[config.mk]
export PLATFORM = sky130hd
export DESIGN_NAME = fetch_ctrl
export DESIGN_NICKNAME = d
export VERILOG_FILES = /design/src/rtl/fetch_ctrl.sv
export SDC_FILE = /design/constraint.sdc
export NUM_CORES = 1
export LEC_CHECK = 0
export CORE_ASPECT_RATIO = 1.75
export CORE_MARGIN = 2
export CORE_UTILIZATION = 46
export DETAILED_ROUTE_END_ITERATION = 10
export PLACE_DENSITY_LB_ADDON = 0.05
export RECOVER_POWER = 25
export SLEW_MARGIN = 15
export SYNTH_ARGS = -nofsm -noshare
export SYNTH_HDL_FRONTEND = slang
export SYNTH_SLANG_ARGS = --single-unit
[constraint.sdc]
create_clock -name clk -period 4.4 [get_ports clk]
set_input_delay 0.44 -clock clk [delete_from_list [all_inputs] [get_ports clk]]
set_output_delay 0.44 -clock clk [all_outputs]
set_load 0.02 [all_outputs]
[src/rtl/fetch_ctrl.sv]
// fetch_ctrl: instruction-fetch sequencer for the 5-stage pipeline.
// It runs one imem request at a time, owns the IF/ID slot, and drives the
// PC register load enable and next address. Branch and jump redirects are
// applied after the delay slot. Bad PCs and memory timeouts cause a sticky fault.
module fetch_ctrl #(
  parameter logic [31:0] RESET_PC = 32'h0000_3000,
  parameter logic [31:0] PC_MIN   = 32'h0000_3000,
  parameter logic [31:0] PC_MAX   = 32'h0000_6FFC,
  parameter int          TIMEOUT  = 16
) (
  input  logic        clk,
  input  logic        reset,
  input  logic [31:0] pc,
  output logic        pc_en,
  output logic [31:0] next_pc,
  output logic        imem_req,
  output logic [31:0] imem_addr,
  input  logic        imem_ack,
  input  logic [31:0] imem_rdata,
  input  logic        id_stall,
  input  logic        redirect_valid,
  input  logic [31:0] redirect_target,
  output logic        if_valid,
  output logic [31:0] if_instr,
  output logic [31:0] if_pc,
  output logic        fetch_fault,
  output logic [1:0]  fault_code
);

  typedef enum logic [1:0] {
    BOOT      = 2'd0,
    FETCH     = 2'd1,
    WAIT_SLOT = 2'd2,
    FAULT     = 2'd3
  } state_t;

  localparam logic [4:0] TMO_LAST = 5'(TIMEOUT - 1);

  state_t      state_q;
  logic        busy_q;        // request outstanding, waiting for ack
  logic [4:0]  tmo_q;
  logic        redir_pend_q;
  logic [31:0] redir_tgt_q;
  logic [31:0] buf_instr_q;
  logic [31:0] buf_pc_q;
  logic        if_valid_q;
  logic [31:0] if_instr_q;
  logic [31:0] if_pc_q;
  logic        fault_q;
  logic [1:0]  code_q;

  logic        accept;
  logic        slot_free;
  logic        misaligned;
  logic        out_range;
  logic        pc_bad;
  logic        req;
  logic        ack;
  logic        redir_take;
  logic        timeout_hit;
  logic [31:0] next_pc_d;

  assign accept      = if_valid_q & ~id_stall;
  assign slot_free   = ~if_valid_q | accept;
  assign misaligned  = (pc[1:0] != 2'b00);
  assign out_range   = (pc < PC_MIN) | (pc > PC_MAX);
  assign pc_bad      = misaligned | out_range;
  // The PC is checked before a request goes out. Once a request is in flight,
  // the slot stays free and the PC stays stable until the ack.
  assign req         = (state_q == FETCH) & ~pc_bad & (busy_q | slot_free);
  assign ack         = req & imem_ack;
  // Only the first redirect counts until it has been used by the delay-slot ack.
  assign redir_take  = accept & redirect_valid & ~redir_pend_q;
  assign timeout_hit = req & ~imem_ack & (tmo_q == TMO_LAST);

  // Next PC value: a pending redirect, a same-cycle redirect, or sequential.
  always_comb begin
    next_pc_d = pc + 32'd4;
    if (state_q == BOOT) begin
      next_pc_d = RESET_PC;
    end else if (ack && redir_pend_q) begin
      next_pc_d = redir_tgt_q;
    end else if (ack && redir_take) begin
      next_pc_d = redirect_target;
    end
  end

  // Sequencer FSM: request tracking, timeout counter and sticky fault reporting.
  always_ff @(posedge clk) begin
    if (reset) begin
      state_q <= BOOT;
      busy_q  <= 1'b0;
      tmo_q   <= 5'd0;
      fault_q <= 1'b0;
      code_q  <= 2'b00;
    end else begin
      case (state_q)
        BOOT: state_q <= FETCH;
        FETCH: begin
          if (pc_bad) begin
            state_q <= FAULT;
            fault_q <= 1'b1;
            code_q  <= misaligned ? 2'b01 : 2'b10;
            busy_q  <= 1'b0;
          end else if (timeout_hit) begin
            state_q <= FAULT;
            fault_q <= 1'b1;
            code_q  <= 2'b11;
            busy_q  <= 1'b0;
          end else if (ack) begin
            busy_q <= 1'b0;
            tmo_q  <= 5'd0;
            if (!slot_free) state_q <= WAIT_SLOT;
          end else begin
            busy_q <= req;
            if (req) tmo_q <= tmo_q + 5'd1;
          end
        end
        WAIT_SLOT: if (accept) state_q <= FETCH;
        default: state_q <= FAULT;
      endcase
    end
  end

  // Redirect latch: it holds a redirect taken before the delay slot has been fetched.
  always_ff @(posedge clk) begin
    if (reset) begin
      redir_pend_q <= 1'b0;
    end else if (ack && redir_pend_q) begin
      redir_pend_q <= 1'b0;
    end else if (redir_take && !ack) begin
      redir_pend_q <= 1'b1;
    end
  end

  // Redirect target storage. Its contents matter only while a redirect is pending.
  always_ff @(posedge clk) begin
    if (redir_take && !ack) redir_tgt_q <= redirect_target;
  end

  // Holding buffer for a fetch that completes while the slot is still occupied.
  always_ff @(posedge clk) begin
    if (ack && !slot_free) begin
      buf_instr_q <= imem_rdata;
      buf_pc_q    <= pc;
    end
  end

  // IF/ID slot: filled from memory or the buffer, cleared when decode takes it.
  always_ff @(posedge clk) begin
    if (reset) begin
      if_valid_q <= 1'b0;
      if_instr_q <= 32'd0;
      if_pc_q    <= 32'd0;
    end else if (ack && slot_free) begin
      if_valid_q <= 1'b1;
      if_instr_q <= imem_rdata;
      if_pc_q    <= pc;
    end else if ((state_q == WAIT_SLOT) && accept) begin
      if_valid_q <= 1'b1;
      if_instr_q <= buf_instr_q;
      if_pc_q    <= buf_pc_q;
    end else if (accept) begin
      if_valid_q <= 1'b0;
    end
  end

  assign pc_en       = ack;
  assign next_pc     = next_pc_d;
  assign imem_req    = req;
  assign imem_addr   = pc;
  assign if_valid    = if_valid_q;
  assign if_instr    = if_instr_q;
  assign if_pc       = if_pc_q;
  assign fetch_fault = fault_q;
  assign fault_code  = code_q;

endmodule

==> results.md <==
- Kind of critical path: in -> out
- Ports: 235
- Final worst slack: 165 ps
- Highest Clock Rate: 236 MHz
- Slew margin rel.: 30.2%
- Worst Hold Endpoint: if_pc[20]
- Syn Std Cell Area: 0.00809 sq mm
- Placed insts: 1,185
- Initial cell density of the core: 46.6%
- Layout net count: 1,077
- Syn Inst Count: 764
- Initial antenna violation count: 0
- Sequential cell area: 0.00442 sq mm
- CTS H-tree depth: 4
- CTS Hold Bufs: 0
- LEAKAGE: 3.70 nW
- Area grow syn2layout: 37.8%
- First-pass iteration count of the detailed router: 6
- Rows: 64
- Finished Layout Cells: 1,217
- Top_reg_cell synth: edfxtp_1
- Vert. Die Dim: 179 um
- Antenna cells: 0
- Core area: 0.0174 sq mm
- First-pass GRT wire length: 35.6 mm
- Worst VDD drop: 0.000235 V
- WL final: 22.8 mm
- Fin. Hold Viols: 0
- Pins over their slew limit: 0
- DRC viols: 0
- Status: finished, final reports clean
- Final TNS setup: 0 ps
- Worst-Skew Late Latency: 430 ps
- Final setup fails: 0
- Path depth of the worst reg2reg path: 7
- Unique masters post-synth: 49
- Port Buf Inserts: 234
- Most used cell, CP: nor4_1
- Pwr dens: 327 mW/mm^2
- Worst-path clk slew: 60 ps
- Number of synthesized register bits: 173
- Slowest CP cell: nor4_1
- Die Span X: 104 um
- Tightest Hold Check Type: reg -> reg
- MaxCap Viol Count: 0
- CTS buffer count: 17
- Layout cells sized above 1: 10.5%
- CP Capture Type: output port
- CP max stage delay: 700 ps
- Clock Path Buffers: 2
- Area of the multi-input gates: 0.00319 sq mm
- Worst EP required: 3960 ps
- Total congestion overflow: 0
- GPL Wtd Cong: 0.912
- CTS root buffer: clkbuf_16
- Crit-path cells: dlygate4sd3_1 > nor4_1 > nand4_1 > or4_1 > nor4_1 > a22oi_1 > o211ai_1 > clkdlybuf4s50_1
- Routed wire length per instance: 18.8 um
- Mapped Nets: 868
- Startpoint types: primary input
- TritonCTS Sinks: 173
- Post-Route Skew: 11.8 ps
- Worst R2R Start: state_q[0]
- Vias per cell: 5.43
- Layout fillers: 1,484
- Die area: 0.0187 sq mm
- Synth top area cells: edfxtp_1 36%, dfxtp_1 19%, a211oi_2 6.2%, mux2i_1 4.8%, nand2_1 4.8%
- R2r setup slk: 1530 ps
- Hold Slack: 457 ps
- Total global-route track usage: 24.1%
- Worst-Margin Slew: 1050 ps
- Hold Path Stages: 2
- Min Tclk post-route: 4240 ps
- Crit-path max FO: 4
- DP HPWL: 16.2 mm
- Utilization after layout: 64.2%
- Starting DRC count in detailed routing: 306
- Fin crit share: 96.3%
- Critical path data arrival time: 3800 ps
- Synth async-reset ratio: 0%
- Hold_sp: if_pc[20]
- Syn avg cell area: 10.6 sq um
- Antenna viol nets, final: 0
- CTS tree: built
- Synth Warn #: 0
- # Post-CTS Setup Buffers: 0
- RSZ-0062 raised after global routing: false
- Largest net degree at the start of global routing: 85
- Top-area cell type share of the netlist area: 35.6%
- Post-synthesis sequential area ratio: 54.7%
- Commonest cells in the netlist: 103 x nand2_1, 103 x nor2_1, 96 x edfxtp_1
- Worst R2R End: buf_pc_q[6]
- Vias in the first global route: 6,612
- Place WS: 222 ps
- Synth area leader: edfxtp_1
- EDFF count, synth: 96
- DR vias: 6,610
- Post-CTS resize count: 0
==> report_power, final <==
part	internal (mW)	switching, mW	total [mW]
clock	0.877	0.687	1.56
combinational	0.176	0.199	0.376
sequential	1.70	0.00396	1.71
total	2.76	0.890	3.65
==> registers in the layout, summed over array words and instances (netlist names), 2 cells and up <==
name	cells
tmo_q	5
if_instr	32
buf_instr_q	32
fault_code	2
state_q	2
if_pc	32
redir_tgt_q	32
buf_pc_q	32
==> metrics by stage <==
step	area, sq um	total power, mW
floorplan	8090	1.91
global placement	10600	2.14
detailed placement	10600	2.14
CTS	11200	3.70
global route	11200	3.77
finish	11200	3.65
==> worst max-delay path: cells and delay by family <==
family | cells | cell delay, ps
AO/OA/AOI/OAI | 2 | 410
buffers and inverters | 2 | 1270
AND/OR/NAND/NOR | 4 | 1650
==> layout by cell type, fill, tap and decap left out, drive strengths merged, types with 2 or more instances in the layout <==
cell type	Yosys	final
edfxtp	96	96
buf	43	23
o21bai	2	2
dlygate4sd3	0	83
o221ai	21	21
clkdlybuf4s50	0	150
dfxtp	77	77
nor2b	4	4
bufinv	0	2
nand2	103	103
a211oi	51	51
xnor2	22	22
or2	2	2
or4	4	4
o211ai	2	2
nand3	19	19
nand4	11	11
nor3	7	7
a22oi	8	8
nor2	103	103
and2	8	8
o311a	2	2
a21oi	39	39
and4	2	2
xor2	6	6
inv	12	19
nor4	11	11
mux2i	39	39
and3	6	6
ha	3	3
nand2b	4	4
clkinv	0	5
clkbuf	36	31
o21ai	6	6
a2bb2oi	2	2
==> worst max-delay path by stage <==
stage                       from        endpoint  slack, ps  cells after the start
after floorplan           pc[20]  buf_instr_q[0]        320                      6
after global placement    pc[28]     next_pc[12]        270                      8
after detailed placement  pc[28]     next_pc[12]        220                      8
after CTS                 pc[28]     next_pc[12]        210                      8
after global routing      pc[31]     next_pc[13]         20                      8
final                     pc[31]     next_pc[12]        160                      8
==> per-layer routing <==
| layer | global-route usage [%] | share of wire [%] | up-vias |
|---|---|---|---|
| met2 | 43.6 | 53 | 263 |
| li1 | - | - | 3156 |
| met5 | 0 | 0 | - |
| met1 | 27.2 | 38 | 3154 |
| met4 | 10.1 | 3.3 | 0 |
| met3 | 5.33 | 5.8 | 37 |
==> logic make-up (layout without fill, tap and decap cells) <==
kind of cell / count (synthesis) / in the layout / share of synthesized area (%)
simple gates: 288 / 288 / 15.9
flops: 173 / 173 / 54.7
compound gates: 142 / 142 / 14.8
buf+inv: 91 / 313 / 6.28
mux: 39 / 39 / 4.83
xor+xnor: 28 / 28 / 3.03
fa+ha+maj: 3 / 3 / 0.464
==> layout make-up <==
class	count	area share, %
timing repair buffer	269	23.2
clock inverter	14	1.59
tap	231	2.59
multi-input combinational	500	28.6
sequential	173	39.7
inverter	12	0.404
clock buffer	18	3.94
Power figures use the tool's default switching activity.
